**src/rtl/uart_pkg.sv**
```systemverilog
// Shared types and constants for the UART word transmitter.
// Build option: UART_SYNC_HEADER_EN adds a 0xA5 sync byte per word.
package uart_pkg;

  typedef enum logic [2:0] {
    IDLE,
    START,
    DATA,
    STOP,
    DONE
  } state_e;

  localparam logic [7:0] UART_SYNC_BYTE = 8'hA5;
  localparam int BITS_PER_BYTE = 8;
  localparam int BYTES_PER_WORD = 4;

`ifdef UART_SYNC_HEADER_EN
  localparam int FRAME_BYTES = BYTES_PER_WORD + 1;
`else
  localparam int FRAME_BYTES = BYTES_PER_WORD;
`endif

endpackage

```
**src/rtl/uart_word_tx_byte.sv**
```systemverilog
// uart_byte_tx: 8N1 byte serialiser with baud counter.
// Ports: clk, rst (sync, active-low), byte_valid_i/byte_data_i in,
//   byte_done_o (last stop-bit cycle), tx_o (registered line).
module uart_byte_tx
  import uart_pkg::*;
#(
  parameter int CLKS_PER_BIT = 868
) (
  input  logic       clk,
  input  logic       rst,
  input  logic       byte_valid_i,
  input  logic [7:0] byte_data_i,
  output logic       byte_done_o,
  output logic       tx_o
);

  localparam int BW =
    (CLKS_PER_BIT > 1) ? $clog2(CLKS_PER_BIT) : 1;
  localparam logic [BW-1:0] BAUD_MAX = BW'(CLKS_PER_BIT - 1);
  localparam logic [2:0] LAST_BIT = 3'(BITS_PER_BYTE - 1);

  state_e        state_q;
  logic [BW-1:0] baud_q;
  logic [2:0]    bit_q;
  logic [7:0]    sh_q;
  logic          tx_q;
  logic          wrap;

  assign wrap        = (baud_q == BAUD_MAX);
  // A new byte offered in this cycle starts with no idle gap.
  assign byte_done_o = (state_q == STOP) && wrap;
  assign tx_o        = tx_q;

  always_ff @(posedge clk) begin
    if (!rst) begin
      state_q <= IDLE;
      baud_q  <= '0;
      bit_q   <= '0;
      sh_q    <= '0;
      tx_q    <= 1'b1;
    end else begin
      if (state_q != IDLE)
        baud_q <= wrap ? '0 : baud_q + 1'b1;
      unique case (state_q)
        IDLE: begin
          if (byte_valid_i) begin
            sh_q    <= byte_data_i;
            tx_q    <= 1'b0;
            state_q <= START;
          end
        end
        START: begin
          if (wrap) begin
            tx_q    <= sh_q[0];
            sh_q    <= sh_q >> 1;
            bit_q   <= '0;
            state_q <= DATA;
          end
        end
        DATA: begin
          if (wrap) begin
            if (bit_q == LAST_BIT) begin
              tx_q    <= 1'b1;
              state_q <= STOP;
            end else begin
              tx_q  <= sh_q[0];
              sh_q  <= sh_q >> 1;
              bit_q <= bit_q + 1'b1;
            end
          end
        end
        STOP: begin
          if (wrap) begin
            if (byte_valid_i) begin
              sh_q    <= byte_data_i;
              tx_q    <= 1'b0;
              state_q <= START;
            end else begin
              state_q <= IDLE;
            end
          end
        end
        default: state_q <= IDLE;
      endcase
    end
  end

endmodule

```
**src/rtl/uart_word_tx.sv**
```systemverilog
// uart_word_tx: 32-bit words in over valid/ready, out as 8N1 bytes MSB-first.
// Ports: clk, rst (sync, active-low), s_valid/s_data/s_ready, tx, busy,
//   words_sent. Build option: UART_SYNC_HEADER_EN prefixes 0xA5.
module uart_word_tx
  import uart_pkg::*;
#(
  parameter int CLKS_PER_BIT = 868,
  parameter int CNT_W        = 16
) (
  input  logic             clk,
  input  logic             rst,
  input  logic             s_valid,
  input  logic [31:0]      s_data,
  output logic             s_ready,
  output logic             tx,
  output logic             busy,
  output logic [CNT_W-1:0] words_sent
);

  if (CLKS_PER_BIT < 2) begin : g_bad_cpb
    $error("uart_word_tx: CLKS_PER_BIT must be >= 2");
  end

  localparam logic [2:0] LAST_IDX = 3'(FRAME_BYTES - 1);

  // Word-level FSM: DATA spans the whole byte sequence,
  // bit-level timing lives in the byte serialiser.
  state_e           state_q;
  logic [2:0]       idx_q;
  logic [31:0]      word_q;
  logic             s_ready_q;
  logic             busy_q;
  logic [CNT_W-1:0] cnt_q;

  logic       accept;
  logic       last;
  logic       byte_valid;
  logic       byte_done;
  logic [7:0] byte_data;

  assign accept     = s_valid && s_ready_q;
  assign last       = (idx_q == LAST_IDX);
  assign byte_valid = accept || (byte_done && !last);

  // The first byte bypasses word_q so tx can fall on the accept edge.
`ifdef UART_SYNC_HEADER_EN
  assign byte_data = accept ? UART_SYNC_BYTE : word_q[31:24];
`else
  assign byte_data = accept ? s_data[31:24] : word_q[31:24];
`endif

  assign s_ready    = s_ready_q;
  assign busy       = busy_q;
  assign words_sent = cnt_q;

  always_ff @(posedge clk) begin
    if (!rst) begin
      state_q   <= IDLE;
      idx_q     <= '0;
      word_q    <= '0;
      s_ready_q <= 1'b0;
      busy_q    <= 1'b0;
      cnt_q     <= '0;
    end else begin
      unique case (state_q)
        IDLE: begin
          s_ready_q <= 1'b1;
          if (accept) begin
            s_ready_q <= 1'b0;
            busy_q    <= 1'b1;
            idx_q     <= '0;
`ifdef UART_SYNC_HEADER_EN
            word_q    <= s_data;
`else
            word_q    <= {s_data[23:0], 8'h00};
`endif
            state_q   <= DATA;
          end
        end
        DATA: begin
          if (byte_done) begin
            if (last) begin
              state_q <= DONE;
            end else begin
              idx_q  <= idx_q + 1'b1;
              word_q <= {word_q[23:0], 8'h00};
            end
          end
        end
        DONE: begin
          cnt_q     <= cnt_q + 1'b1;
          busy_q    <= 1'b0;
          s_ready_q <= 1'b1;
          state_q   <= IDLE;
        end
        default: state_q <= IDLE;
      endcase
    end
  end

  uart_byte_tx #(
    .CLKS_PER_BIT(CLKS_PER_BIT)
  ) u_byte (
    .clk         (clk),
    .rst         (rst),
    .byte_valid_i(byte_valid),
    .byte_data_i (byte_data),
    .byte_done_o (byte_done),
    .tx_o        (tx)
  );

endmodule

```
**config.mk**
```make
export PLATFORM = sky130hd
export DESIGN_NAME = uart_word_tx
export DESIGN_NICKNAME = d
export VERILOG_FILES = /design/src/rtl/uart_pkg.sv /design/src/rtl/uart_word_tx_byte.sv /design/src/rtl/uart_word_tx.sv
export SDC_FILE = /design/constraint.sdc
export NUM_CORES = 1
export LEC_CHECK = 0
export CAP_MARGIN = 30
export CORE_ASPECT_RATIO = 0.75
export CORE_MARGIN = 2
export CORE_UTILIZATION = 49
export DETAILED_ROUTE_END_ITERATION = 7
export PLACE_DENSITY_LB_ADDON = 0.25
export SETUP_SLACK_MARGIN = 0.02
export SYNTH_ARGS = -nofsm -noshare
export SYNTH_HDL_FRONTEND = slang
export SYNTH_SLANG_ARGS = --single-unit
```
**constraint.sdc**
```tcl
create_clock -name clk -period 1.97 [get_ports clk]
set_input_delay 0.394 -clock clk [delete_from_list [all_inputs] [get_ports clk]]
set_output_delay 0.394 -clock clk [all_outputs]
set_load 0.1 [all_outputs]
```
# After elaboration in Yosys (flattened, before gate mapping)
# Index checks and enable logic that the tools add are counted.
[classes] mul=0 order_cmp=0 shift=0 n_bitwise=0 muxes=41 n_eq_ne=18 n_reduce_logical=19 add_sub_neg=4 div=0
[ops] operator="32-bit 2-to-1 mux" n=3
[ops] operator="32-bit one-hot mux with 2 select lines" n=1
[ops] operator="8-bit 2-to-1 mux" n=6
[ops] operator="3-bit 2-to-1 mux" n=14
[ops] operator="8-bit one-hot mux with 4 select lines" n=1
[ops] operator="3-bit one-hot mux with 2 select lines" n=3
[ops] operator="16-bit by 1-bit adder with 16-bit output (second input constant)" n=1
[ops] operator="3-bit by 2-bit equality test with 1-bit output (second input constant)" n=4
[ops] operator="2-bit != test (second input constant)" n=6
[ops] operator="3-bit one-hot mux with 4 select lines" n=1
[ops] operator="4-bit AND reduction" n=3
[ops] operator="10-bit by 1-bit adder with 10-bit output (second input constant)" n=1
[ops] operator="10-bit equality test (second input constant)" n=1
[ops] operator="10-bit 2-to-1 mux" n=1
[ops] operator="5-bit AND reduction" n=2
[ops] operator="1-bit 2-to-1 mux" n=8
[ops] operator="2-bit by 1-bit != test with 1-bit output (second input constant)" n=4
[ops] operator="3-bit by 1-bit adder with 3-bit output (second input constant)" n=2
[ops] operator="3-bit equality test (second input constant)" n=2
[ops] operator="3-bit logical NOT" n=2
[ops] operator="2-bit nonzero test" n=3
[ops] operator="1-bit one-hot mux with 2 select lines" n=2
[ops] operator="1-bit one-hot mux with 4 select lines" n=1
[ops] operator="4-bit nonzero test" n=1
[ops] operator="other kinds (7)" n=9
[word_totals] regBits=81 wordCells=93 output_inout_bits=19 mem_count=0 latch_bits=0 ram_bits=0 in_bits=35 romBits=0

# Longest topological paths before layout
# Gate-level depths: netlist of the first run.
[depth] ltp_word=7 mapped_depth=8 ltp_nobuf=6

# Cells and area by module
# From an unflattened synthesis of the first run, not the netlist that was laid out.
[unflattened] hier_cells=386 hier_area_um2=3495.9
[modules_own_cells] mod="uart_word_tx" cells_per_inst=234 area_each_um2=2124.5 instances=1 seq_area_each_um2=940.9
[modules_own_cells] mod="uart_byte_tx" cells_per_inst=152 area_each_um2=1371.3 instances=1 seq_area_each_um2=480.5

# Worst setup path before layout of the first run
# OpenSTA, ideal clock, no wires.
[synth_path] path_kind="register to register" start="reg s_ready_q (netlist: s_ready)" end="reg u_byte.tx_q (netlist: u_byte.tx_o)" t_arrival_ps=2211 setup_slack_ps=-363 setup_time_ps=122 n_path_buf=1 path_stages_with_launch=6 required_time_ps=1848 period_less_slack_ps=2333 path_cell_list="dfxtp_1 nand2_1 clkbuf_1 a32oi_1 o21ai_0 a221o_1"
[synth_between] elab_chain_cells=5
[synth_lines] element="from (decl)" line="uart_word_tx.sv:31" source="logic s_ready_q;"
[synth_lines] element="from (signal assigned)" line="uart_word_tx.sv:61" source="s_ready_q <= 1'b0;"
[synth_lines] element="from (signal assigned)" line="uart_word_tx.sv:67" source="s_ready_q <= 1'b1;"
[synth_lines] element="from (signal assigned)" line="uart_word_tx.sv:69" source="s_ready_q <= 1'b0;"
[synth_lines] element="1-bit logical AND (*)" line="uart_word_tx.sv:41" source="assign accept = s_valid && s_ready_q;"
[synth_lines] element="1-bit logical OR (*)" line="uart_word_tx.sv:43" source="assign byte_valid = accept || (byte_done && !last);"
[synth_lines] element="1-bit 2-to-1 mux (*)"
[synth_lines] element="1-bit 2-to-1 mux"
[synth_lines] element="1-bit one-hot mux with 4 select lines (*)"
[synth_lines] element="to (signal assigned)" line="uart_word_tx_byte.sv:54" source="tx_q <= sh_q[0];"
[synth_lines] element="to (signal assigned)" line="uart_word_tx_byte.sv:66" source="tx_q <= sh_q[0];"
[synth_lines] element="to (decl)" line="uart_word_tx_byte.sv:26" source="logic tx_q;"
# Mark *: on every way between the ends. The rest lies on a longest branch, timed or not. The select of a mux whose other input is x is not followed.
# A chain may end at the register's enable or synchronous reset.

# Worst setup path in the final report of the first run
[layout_path] start="reg idx_q[0]" end="reg u_byte.sh_q[0]"
[layout_between] elab_chain_cells=7
[layout_lines] element="from (decl)" line="uart_word_tx.sv:29" source="logic [2:0] idx_q;"
[layout_lines] element="from (signal assigned)" line="uart_word_tx.sv:85" source="idx_q <= idx_q + 1'b1;"
[layout_lines] element="3-bit by 2-bit equality test with 1-bit output (*)" line="uart_word_tx.sv:42" source="assign last = (idx_q == LAST_IDX);"
[layout_lines] element="1-bit logical NOT (*)" line="uart_word_tx.sv:43"
[layout_lines] element="1-bit logical AND (*)" line="uart_word_tx.sv:43"
[layout_lines] element="1-bit logical OR (*)" line="uart_word_tx.sv:43"
[layout_lines] element="8-bit 2-to-1 mux (*)"
[layout_lines] element="8-bit 2-to-1 mux"
[layout_lines] element="8-bit one-hot mux with 4 select lines (*)"
[layout_lines] element="to (signal assigned)" line="uart_word_tx_byte.sv:55" source="sh_q <= sh_q >> 1;"
[layout_lines] element="to (signal assigned)" line="uart_word_tx_byte.sv:67" source="sh_q <= sh_q >> 1;"
[layout_lines] element="to (signal assigned)" line="uart_word_tx_byte.sv:75" source="sh_q <= byte_data_i;"
[layout_lines] element="to (decl)" line="uart_word_tx_byte.sv:25" source="logic [7:0] sh_q;"
# Marks and branches as above.

==> results of run 1 <==
-- cell usage after synthesis, types with 2 or more instances --
library cell	n
o211ai_1	8
nor4_2	2
and4b_1	2
dfxtp_1	71
a32o_1	2
nor3_1	5
nand3_2	2
and3_1	4
clkbuf_1	19
nand4_1	9
nand3_1	15
xnor2_1	5
mux2_2	23
nand2b_1	9
or3_1	7
or4_1	4
ha_1	10
and2_1	2
o21ai_0	5
o31ai_1	4
a21oi_1	9
buf_2	5
nor2b_1	3
buf_6	3
mux2i_1	39
nor2_1	28
xor2_1	13
nand2_1	62
inv_1	7
-- through the flow --
| stage | cells | util (%) | TNS [ns] | hold slack (ns) |
|---|---|---|---|---|
| 2_1_floorplan | 399 | - | 0 | 0.4329 |
| 3_3_place_gp | 541 | 59.84 | 0 | 0.4412 |
| 3_5_place_dp | 541 | 59.84 | -0.2423 | 0.4483 |
| 4_1_cts | 557 | 62.69 | 0 | 0.4592 |
| 5_1_grt | 557 | 63.49 | 0 | 0.4753 |
| 6_report | 557 | 63.49 | 0 | 0.4587 |
-- per-layer routing --
layer  wire [um]  part of all wire, %  vias to the layer above  track usage (%)
li1            -                    -                     1509                -
met1        3767                   49                     1378            26.75
met2        3606                   46                       51            31.12
met3         331                  4.3                        6            6.568
met4          54                 0.70                        0            5.270
met5           0                    0                        -                0
-- power groups by stage --
stage | logic [uW] | clock network [uW] | registers (uW)
2_1_floorplan | 795 | 0 | 1680
3_3_place_gp | 1130 | 0 | 1640
3_5_place_dp | 1140 | 0 | 1650
4_1_cts | 1160 | 1230 | 1610
5_1_grt | 1310 | 1300 | 1640
6_report | 1190 | 1200 | 1620
-- kinds of logic (layout without fill, tap and decap cells) --
kind of cell,count (synthesis),after routing
AOI/OAI and AO/OA,43,43
xor gates and xnor gates,18,18
adders and majority gates,10,10
buffers and inverters,34,91
DFF,71,71
muxes,62,62
and+or+nand+nor,161,161
-- final cells by class --
type                            count  area share, %
Clock buffer                       11          3.268
Sequential cell                    71          31.06
Timing Repair Buffer               68          14.64
Inverter                            7         0.5671
Clock inverter                      5          1.215
Tap cell                          101          2.728
Multi-Input combinational cell    294          46.53
-- worst paths after layout --
check	end	startpoint	slack [ns]	cells past startpoint
setup reg to reg	u_byte.sh_q[0]$_SDFFE_PN0P_	idx_q[0]$_SDFFE_PN0P_	0.11	6
hold / removal	u_byte.sh_q[1]$_SDFFE_PN0P_	u_byte.sh_q[1]$_SDFFE_PN0P_	0.46	2
hold reg to reg	u_byte.sh_q[1]$_SDFFE_PN0P_	u_byte.sh_q[1]$_SDFFE_PN0P_	0.46	2
setup / recovery	u_byte.sh_q[0]$_SDFFE_PN0P_	idx_q[0]$_SDFFE_PN0P_	0.11	6
-- worst max-delay path, delay by kind of cell, from the launching register on --
family	cells	cell delay, ns
DFF	1	0.34
and+or+nand+nor	1	0.15
AOI/OAI and AO/OA	2	0.68
muxes	1	0.19
adders and majority gates	2	0.37
-- what timing repair did --
item	4_1_cts	5_1_grt
endpoints found under the hold margin	0	0
setup endpoints to repair	0	43
resized for setup	0	15
-- registers in the layout, indices dropped and copies added (netlist names) --
signal          cells
u_byte.baud_q      10
word_q             24
u_byte.state_q      2
u_byte.bit_q        3
s_ready             1
state_q             2
words_sent         16
u_byte.sh_q         8
u_byte.tx_o         1
busy                1
idx_q               3
==> results_tabular.tex, run 1 <==
\begin{tabular}{lr}
\hline
Metric & Value \\
\hline
\multicolumn{2}{l}{\textbf{Clock tree}} \\
TritonCTS clock tree & built \\
Number of buffers inserted during clock tree synthesis & 9 \\
Number of buffers on the longest clock path & 2 \\
Clock Latency Late Sink & 0.35 ns \\
Post-CTS Setup Inserts & 0 \\
Hold buffer count at cts & 0 \\
Clock-pin slew on the worst setup and hold paths & 0.08 ns \\
Num Clock Sinks & 71 \\
CTS root buf & clkbuf\_8 \\
CTS H-tree lvls & 3 \\
\multicolumn{2}{l}{\textbf{STA}} \\
Min Tclk post-route & 1.858 ns \\
RSZ-0062 raised after global routing & false \\
Max-slew violation count & 0 \\
Highest Clock Rate & $\sim$540 MHz \\
Slew of the pin with the lowest slew margin & 0.5118 ns \\
Number of setup violations in the final report & 0 \\
Final setup margin & 0.1125 ns \\
Worst clock skew & 0.009761 ns \\
Final hold violations & 0 \\
Slew margin rel. & between 60\% and 70\% \\
Share of the clock period used by the worst path & approximately 94\% \\
\multicolumn{2}{l}{\textbf{Pwr}} \\
Internal cell power & roughly 2800 uW \\
Power share of the clock group & 29.8\% \\
Switching power as a share of total power & 31.33\% \\
Power density relative to cell area & approximately 870 mW/mm\^{}2 \\
Maximum resistive drop on vdd & 0.4252 mV \\
Part of the power in registers & 40.5\% \\
Switching power total & 1257 uW \\
Total power of the final layout & 4013 uW \\
Part of the power in combinational logic & 29.7\% \\
Leakage power figure & around 0.0019 uW \\
\multicolumn{2}{l}{\textbf{Global route}} \\
Global-route wire length before repair & 13240 um \\
Combined global-route utilization of all metal layers & 19.98\% \\
Initial antenna violation count & 0 \\
Pin count of the biggest net entering global routing & 78 \\
Via count of the first global-routing pass & 2793 \\
Overflow after GRT & 0 \\
\multicolumn{2}{l}{\textbf{Worst hold path}} \\
Min-delay worst type & reg -> reg \\
\multicolumn{2}{l}{\textbf{Cells and area}} \\
Highest-count cells in the layout ignoring fill and taps & nand2\_1 (62), dfxtp\_1 (57), mux2i\_1 (39), clkdlybuf4s50\_1 (33) \\
Total of fill cells in the finished design & 624 \\
Combined area of the multi-input logic cells & around 0.0022 sq mm \\
Synth-to-layout area growth & 26.38\% \\
Final net count & approximately 500 \\
Total non-filler cell area in the finished layout & 0.004633 sq mm \\
Area taken by flip-flops and latches & around 0.0014 sq mm \\
Inserted Diodes & 0 \\
Most frequent standard cell in the layout excluding fill and tap cells & nand2\_1 \\
Ratio of cells with drive above 1 in the final layout & 23.68\% \\
\multicolumn{2}{l}{\textbf{Floorplan}} \\
IO Count & 54 \\
Overall die height & 78.91 um \\
Starting density of the core & 50.24\% \\
Die outline width & roughly 100 um \\
Full die area & around 0.0082 sq mm \\
Number of placement rows & 27 \\
Area of the placeable core & 0.007297 sq mm \\
\multicolumn{2}{l}{\textbf{Setup path}} \\
Critical Path AT & between 2 and 2.5 ns \\
Master of the slowest instance on the critical path & o41ai\_4 \\
Critical-path cell list & ha\_2 -> ha\_4 -> nand2b\_4 -> o41ai\_4 -> o221ai\_4 -> mux2i\_1 \\
Highest net fanout along the worst path & 8 \\
Critical path capture point type & flop \\
Critical path class & reg -> reg \\
Required time at the worst-slack endpoint & roughly 2.2 ns \\
Critical Path Source Type & flop \\
Critical path's largest stage delay & 0.41 ns \\
\multicolumn{2}{l}{\textbf{Synthesis}} \\
Area share of fa/ha/maj cells after synthesis & $\sim$3.4\% \\
Multiplexer share of the synthesized area & 17.71\% \\
Flip-flop and latch count after synthesis & 71 \\
Post-synthesis net count & 444 \\
XOR/XNOR share of the synthesized area & approximately 4.3\% \\
Fraction of synthesized cell area taken by the top area cell type & 38.77\% \\
Count of mapped cells out of synthesis & roughly 400 \\
Top cells by area, synth & dfxtp\_1 (39\%), mux2i\_1 (11\%), mux2\_2 (7.1\%) \\
Synth Area in Simple Gates & 22.01\% \\
Cell type contributing the most total cell area after synthesis & dfxtp\_1 \\
Count of distinct cell types in the synthesized netlist & 51 \\
Combinational family with the most area after synthesis & simple AND/OR/NAND/NOR gates \\
Warnings, synthesis & 0 \\
Async set or reset register ratio after synthesis & 0\% \\
Main flop type after synthesis & dfxtp\_1 \\
Number of flops mapped to enable cells by yosys & 0 \\
Mapped cell area & roughly 0.0037 sq mm \\
Proportion of synthesized chip area in sequential cells & 38.77\% \\
Post-Syn Area per Cell & approximately 9.2 sq um \\
Compound-gate portion of the synthesized area & 9.522\% \\
\multicolumn{2}{l}{\textbf{Routing}} \\
Via density per instance & 5.285 \\
Number of detailed-route iterations in the first pass & 4 \\
Count of vias placed by the detailed router & 2944 \\
DRC violations left & 0 \\
Wirelength, routed & 7760 um \\
WL per Instance & between 10 and 15 um \\
Number of nets with antenna violations after routing & 0 \\
Initial DRC Count & 116 \\
\multicolumn{2}{l}{\textbf{Placement}} \\
Placer Congestion & between 0.8 and 0.9 \\
Detailed-placement wirelength estimate & about 5300 um \\
Placed Area & $\sim$0.0044 sq mm \\
Number of buffer cells added on primary ports & 53 \\
Pre-CTS setup slack & -0.05679 ns \\
\multicolumn{2}{l}{\textbf{Flow run}} \\
Number of max-capacitance violations reported & 0 \\
\multicolumn{2}{l}{\textbf{Outcome}} \\
Status & complete, no violations \\
\hline
\end{tabular}
No activity file was read; power rests on OpenSTA's default activity.
==> run 2, diff against run 1 <==
- CORE_UTILIZATION: 49 -> 46
==> run 2 against run 1 <==
Effect of this change: fmax is 0.30% higher; clock skew up 0.0016 ns; final area about the same; worst setup slack better by 0.0056 ns; total power increased by 1.7%; critical path type unchanged; critical endpoint is now u_byte.sh_q[6]$_SDFFE_PN0P_.
==> results_tabular.tex, run 2 (synthesis gave the netlist of run 1 again) <==
\begin{tabular}{lr}
\hline
Metric & Value \\
\hline
\multicolumn{2}{l}{\textbf{Outcome}} \\
Status & complete, no violations (unchanged) \\
\multicolumn{2}{l}{\textbf{Cells and area}} \\
Flip-flop count of the largest register, all copies and words added & 24 (unchanged) \\
Inserted Diodes & 0 (unchanged) \\
Most frequent standard cell in the layout excluding fill and tap cells & nand2\_1 (unchanged) \\
Synth-to-layout area growth & 26.28\% (was 26.38\%) \\
Highest-count cells in the layout ignoring fill and taps & nand2\_1 (61), dfxtp\_1 (59), mux2i\_1 (39), clkdlybuf4s50\_1 (33) (was nand2\_1 (62), dfxtp\_1 (57), mux2i\_1 (39), clkdlybuf4s50\_1 (33)) \\
Final net count & 495 (was 496) \\
Largest register by flop count & word\_q (unchanged) \\
Total of fill cells in the finished design & 680 (was 624) \\
Ratio of cells with drive above 1 in the final layout & 23.08\% (was 23.68\%) \\
\multicolumn{2}{l}{\textbf{Routing}} \\
WL per Instance & 13.65 um (was 13.93 um) \\
Number of detailed-route iterations in the first pass & 6 (was 4) \\
Via density per instance & 5.252 (was 5.285) \\
Number of nets with antenna violations after routing & 0 (unchanged) \\
Count of vias placed by the detailed router & 2941 (was 2944) \\
Initial DRC Count & 138 (was 116) \\
Wirelength, routed & 7644 um (was 7760 um) \\
DRC violations left & 0 (unchanged) \\
\multicolumn{2}{l}{\textbf{Worst hold path}} \\
Min-delay worst type & in -> reg (was reg -> reg) \\
Number of cells on the worst hold path & 3 (was 2) \\
Endpoint of the worst hold-timing path & idx\_q[1]\$\_SDFFE\_PN0P\_ (was u\_byte.sh\_q[1]\$\_SDFFE\_PN0P\_) \\
Startpoint of the worst hold path & rst (was u\_byte.sh\_q[1]\$\_SDFFE\_PN0P\_) \\
\multicolumn{2}{l}{\textbf{Global route}} \\
Overflow after GRT & 0 (unchanged) \\
Initial antenna violation count & 0 (unchanged) \\
Combined global-route utilization of all metal layers & 19.16\% (was 19.98\%) \\
Global-route wire length before repair & 13120 um (was 13240 um) \\
Via count of the first global-routing pass & 2757 (was 2793) \\
Pin count of the biggest net entering global routing & 72 (was 78) \\
\multicolumn{2}{l}{\textbf{Setup path}} \\
Critical path class & reg -> reg (unchanged) \\
End of the worst register-to-register path & u\_byte.sh\_q[6]\$\_SDFFE\_PN0P\_ (was u\_byte.sh\_q[0]\$\_SDFFE\_PN0P\_) \\
Internal reg-to-reg setup slack & 0.12 ns (was 0.11 ns) \\
Critical Path Source Type & flop (unchanged) \\
Critical Path AT & 2.07 ns (about the same) \\
Highest net fanout along the worst path & 8 (unchanged) \\
Critical path's largest stage delay & 0.41 ns (about the same) \\
Critical path capture point type & flop (unchanged) \\
Critical-path cell list & ha\_2 -> ha\_4 -> nand2b\_4 -> o41ai\_4 -> o221ai\_4 -> mux2i\_1 (unchanged) \\
Master of the slowest instance on the critical path & o41ai\_4 (unchanged) \\
Worst r2r path cells & 6 (unchanged) \\
Required time at the worst-slack endpoint & 2.19 ns (about the same) \\
Reg-to-reg startpoint & idx\_q[0]\$\_SDFFE\_PN0P\_ (unchanged) \\
Cell family with the largest share of critical-path delay & compound AO/OA/AOI/OAI gates (unchanged) \\
WP buf/inv & 0 (unchanged) \\
\multicolumn{2}{l}{\textbf{Floorplan}} \\
IO Count & 54 (unchanged) \\
Number of placement rows & 28 (was 27) \\
Full die area & 0.008707 sq mm (was 0.008197 sq mm) \\
Starting density of the core & 46.93\% (was 50.24\%) \\
Overall die height & 81.31 um (was 78.91 um) \\
Area of the placeable core & 0.007812 sq mm (was 0.007297 sq mm) \\
Die outline width & 107.1 um (was 103.9 um) \\
\multicolumn{2}{l}{\textbf{Clock tree}} \\
Clock-pin slew on the worst setup and hold paths & 0.08 ns (about the same) \\
CTS root buf & clkbuf\_8 (unchanged) \\
Number of buffers inserted during clock tree synthesis & 9 (unchanged) \\
Num Clock Sinks & 71 (unchanged) \\
Number of buffers on the longest clock path & 2 (unchanged) \\
Post-CTS Setup Inserts & 0 (unchanged) \\
TritonCTS clock tree & built (unchanged) \\
Clock Latency Late Sink & 0.35 ns (about the same) \\
CTS H-tree lvls & 3 (unchanged) \\
\multicolumn{2}{l}{\textbf{STA}} \\
Slew of the pin with the lowest slew margin & 0.5153 ns (was 0.5118 ns) \\
Max-slew violation count & 0 (unchanged) \\
Number of setup violations in the final report & 0 (unchanged) \\
Worst clock skew & 0.01133 ns (was 0.009761 ns) \\
Min Tclk post-route & 1.852 ns (was 1.858 ns) \\
Final setup margin & 0.1181 ns (was 0.1125 ns) \\
RSZ-0062 raised after global routing & true (was false) \\
Final hold violations & 0 (unchanged) \\
Hold slack final & 0.3823 ns (was 0.4587 ns) \\
Slew margin rel. & 65.65\% (was 65.81\%) \\
Highest Clock Rate & 540.0 MHz (was 538.4 MHz) \\
Share of the clock period used by the worst path & 94.01\% (was 94.29\%) \\
\multicolumn{2}{l}{\textbf{Placement}} \\
Number of buffer cells added on primary ports & 53 (unchanged) \\
Pre-CTS setup slack & -0.1053 ns (was -0.05679 ns) \\
Placer Congestion & 0.8334 (was 0.8338) \\
Detailed-placement wirelength estimate & 5365 um (was 5290 um) \\
\multicolumn{2}{l}{\textbf{Flow run}} \\
Number of max-capacitance violations reported & 0 (unchanged) \\
\multicolumn{2}{l}{\textbf{Pwr}} \\
Power density relative to cell area & 881.9 mW/mm\^{}2 (was 866.1 mW/mm\^{}2) \\
Leakage power figure & 0.001926 uW (was 0.001935 uW) \\
Maximum resistive drop on vdd & 0.4212 mV (was 0.4252 mV) \\
\hline
\end{tabular}
run 2: power by group:
group          switching (uW)  leakage (uW)  total, uW  internal, uW
Combinational             629       0.00124       1170           540
Clock                     545      0.000110       1290           748
Sequential               74.8      0.000581       1620          1550
Total                    1250       0.00193       4080          2830
run 2: worst max path at each step:
stage                                             start                          end  slack, ns  depth (start not counted)
after detailed placement                        s_valid  u_byte.sh_q[1]$_SDFFE_PN0P_      -0.11                          6
after global routing      u_byte.baud_q[1]$_SDFFE_PN0N_  u_byte.sh_q[2]$_SDFFE_PN0P_       0.02                          6
after global placement                          s_valid  u_byte.sh_q[5]$_SDFFE_PN0P_     -0.007                          6
after floorplan                    s_ready$_SDFFE_PN0P_     u_byte.tx_o$_SDFFE_PN1P_       0.04                          5
final                             idx_q[0]$_SDFFE_PN0P_  u_byte.sh_q[6]$_SDFFE_PN0P_       0.12                          6
after CTS                 u_byte.baud_q[1]$_SDFFE_PN0N_  u_byte.sh_q[6]$_SDFFE_PN0P_       0.03                          6
run 2: layout make-up:
| type | count | area [sq um] | share of cell area, % |
|---|---|---|---|
| clock buffers | 11 | 141.4 | 3.054 |
| clock inverters | 5 | 81.33 | 1.757 |
| inverters | 7 | 26.28 | 0.5676 |
| multi-input cells | 294 | 2155 | 46.54 |
| flip-flops and latches | 71 | 1436 | 31.03 |
| well taps | 105 | 131.4 | 2.838 |
| repair buffers | 67 | 658.1 | 14.22 |
run 2: per-stage QoR:
step | setup TNS (ns) | power (uW) | util, % | instance area [sq um] | std cells
floorplan | 0 | 2475 | - | 3681 | 399
global placement | -0.01652 | 2746 | 55.70 | 4352 | 544
detailed placement | -0.6736 | 2779 | 55.70 | 4352 | 544
CTS | 0 | 4076 | 58.55 | 4574 | 560
global route | 0 | 4285 | 59.26 | 4629 | 560
finish | 0 | 4083 | 59.26 | 4629 | 560
run 2: routing by layer:
metal  share of wire (%)  GRT usage, %
met1                  51         26.81
met2                  44         28.29
met3                 3.1         4.896
met4                 1.6         7.532
met5                   0             0
run 2: repair_timing:
action	CTS	global route
hold buffers	0	0
endpoints found under the setup margin	0	34
gates resized for setup	0	13
run 2: tightest hold or removal path, stage by stage:
cell     delay (ns)
buf_2          0.16
nand2_1        0.08
mux2i_1        0.05
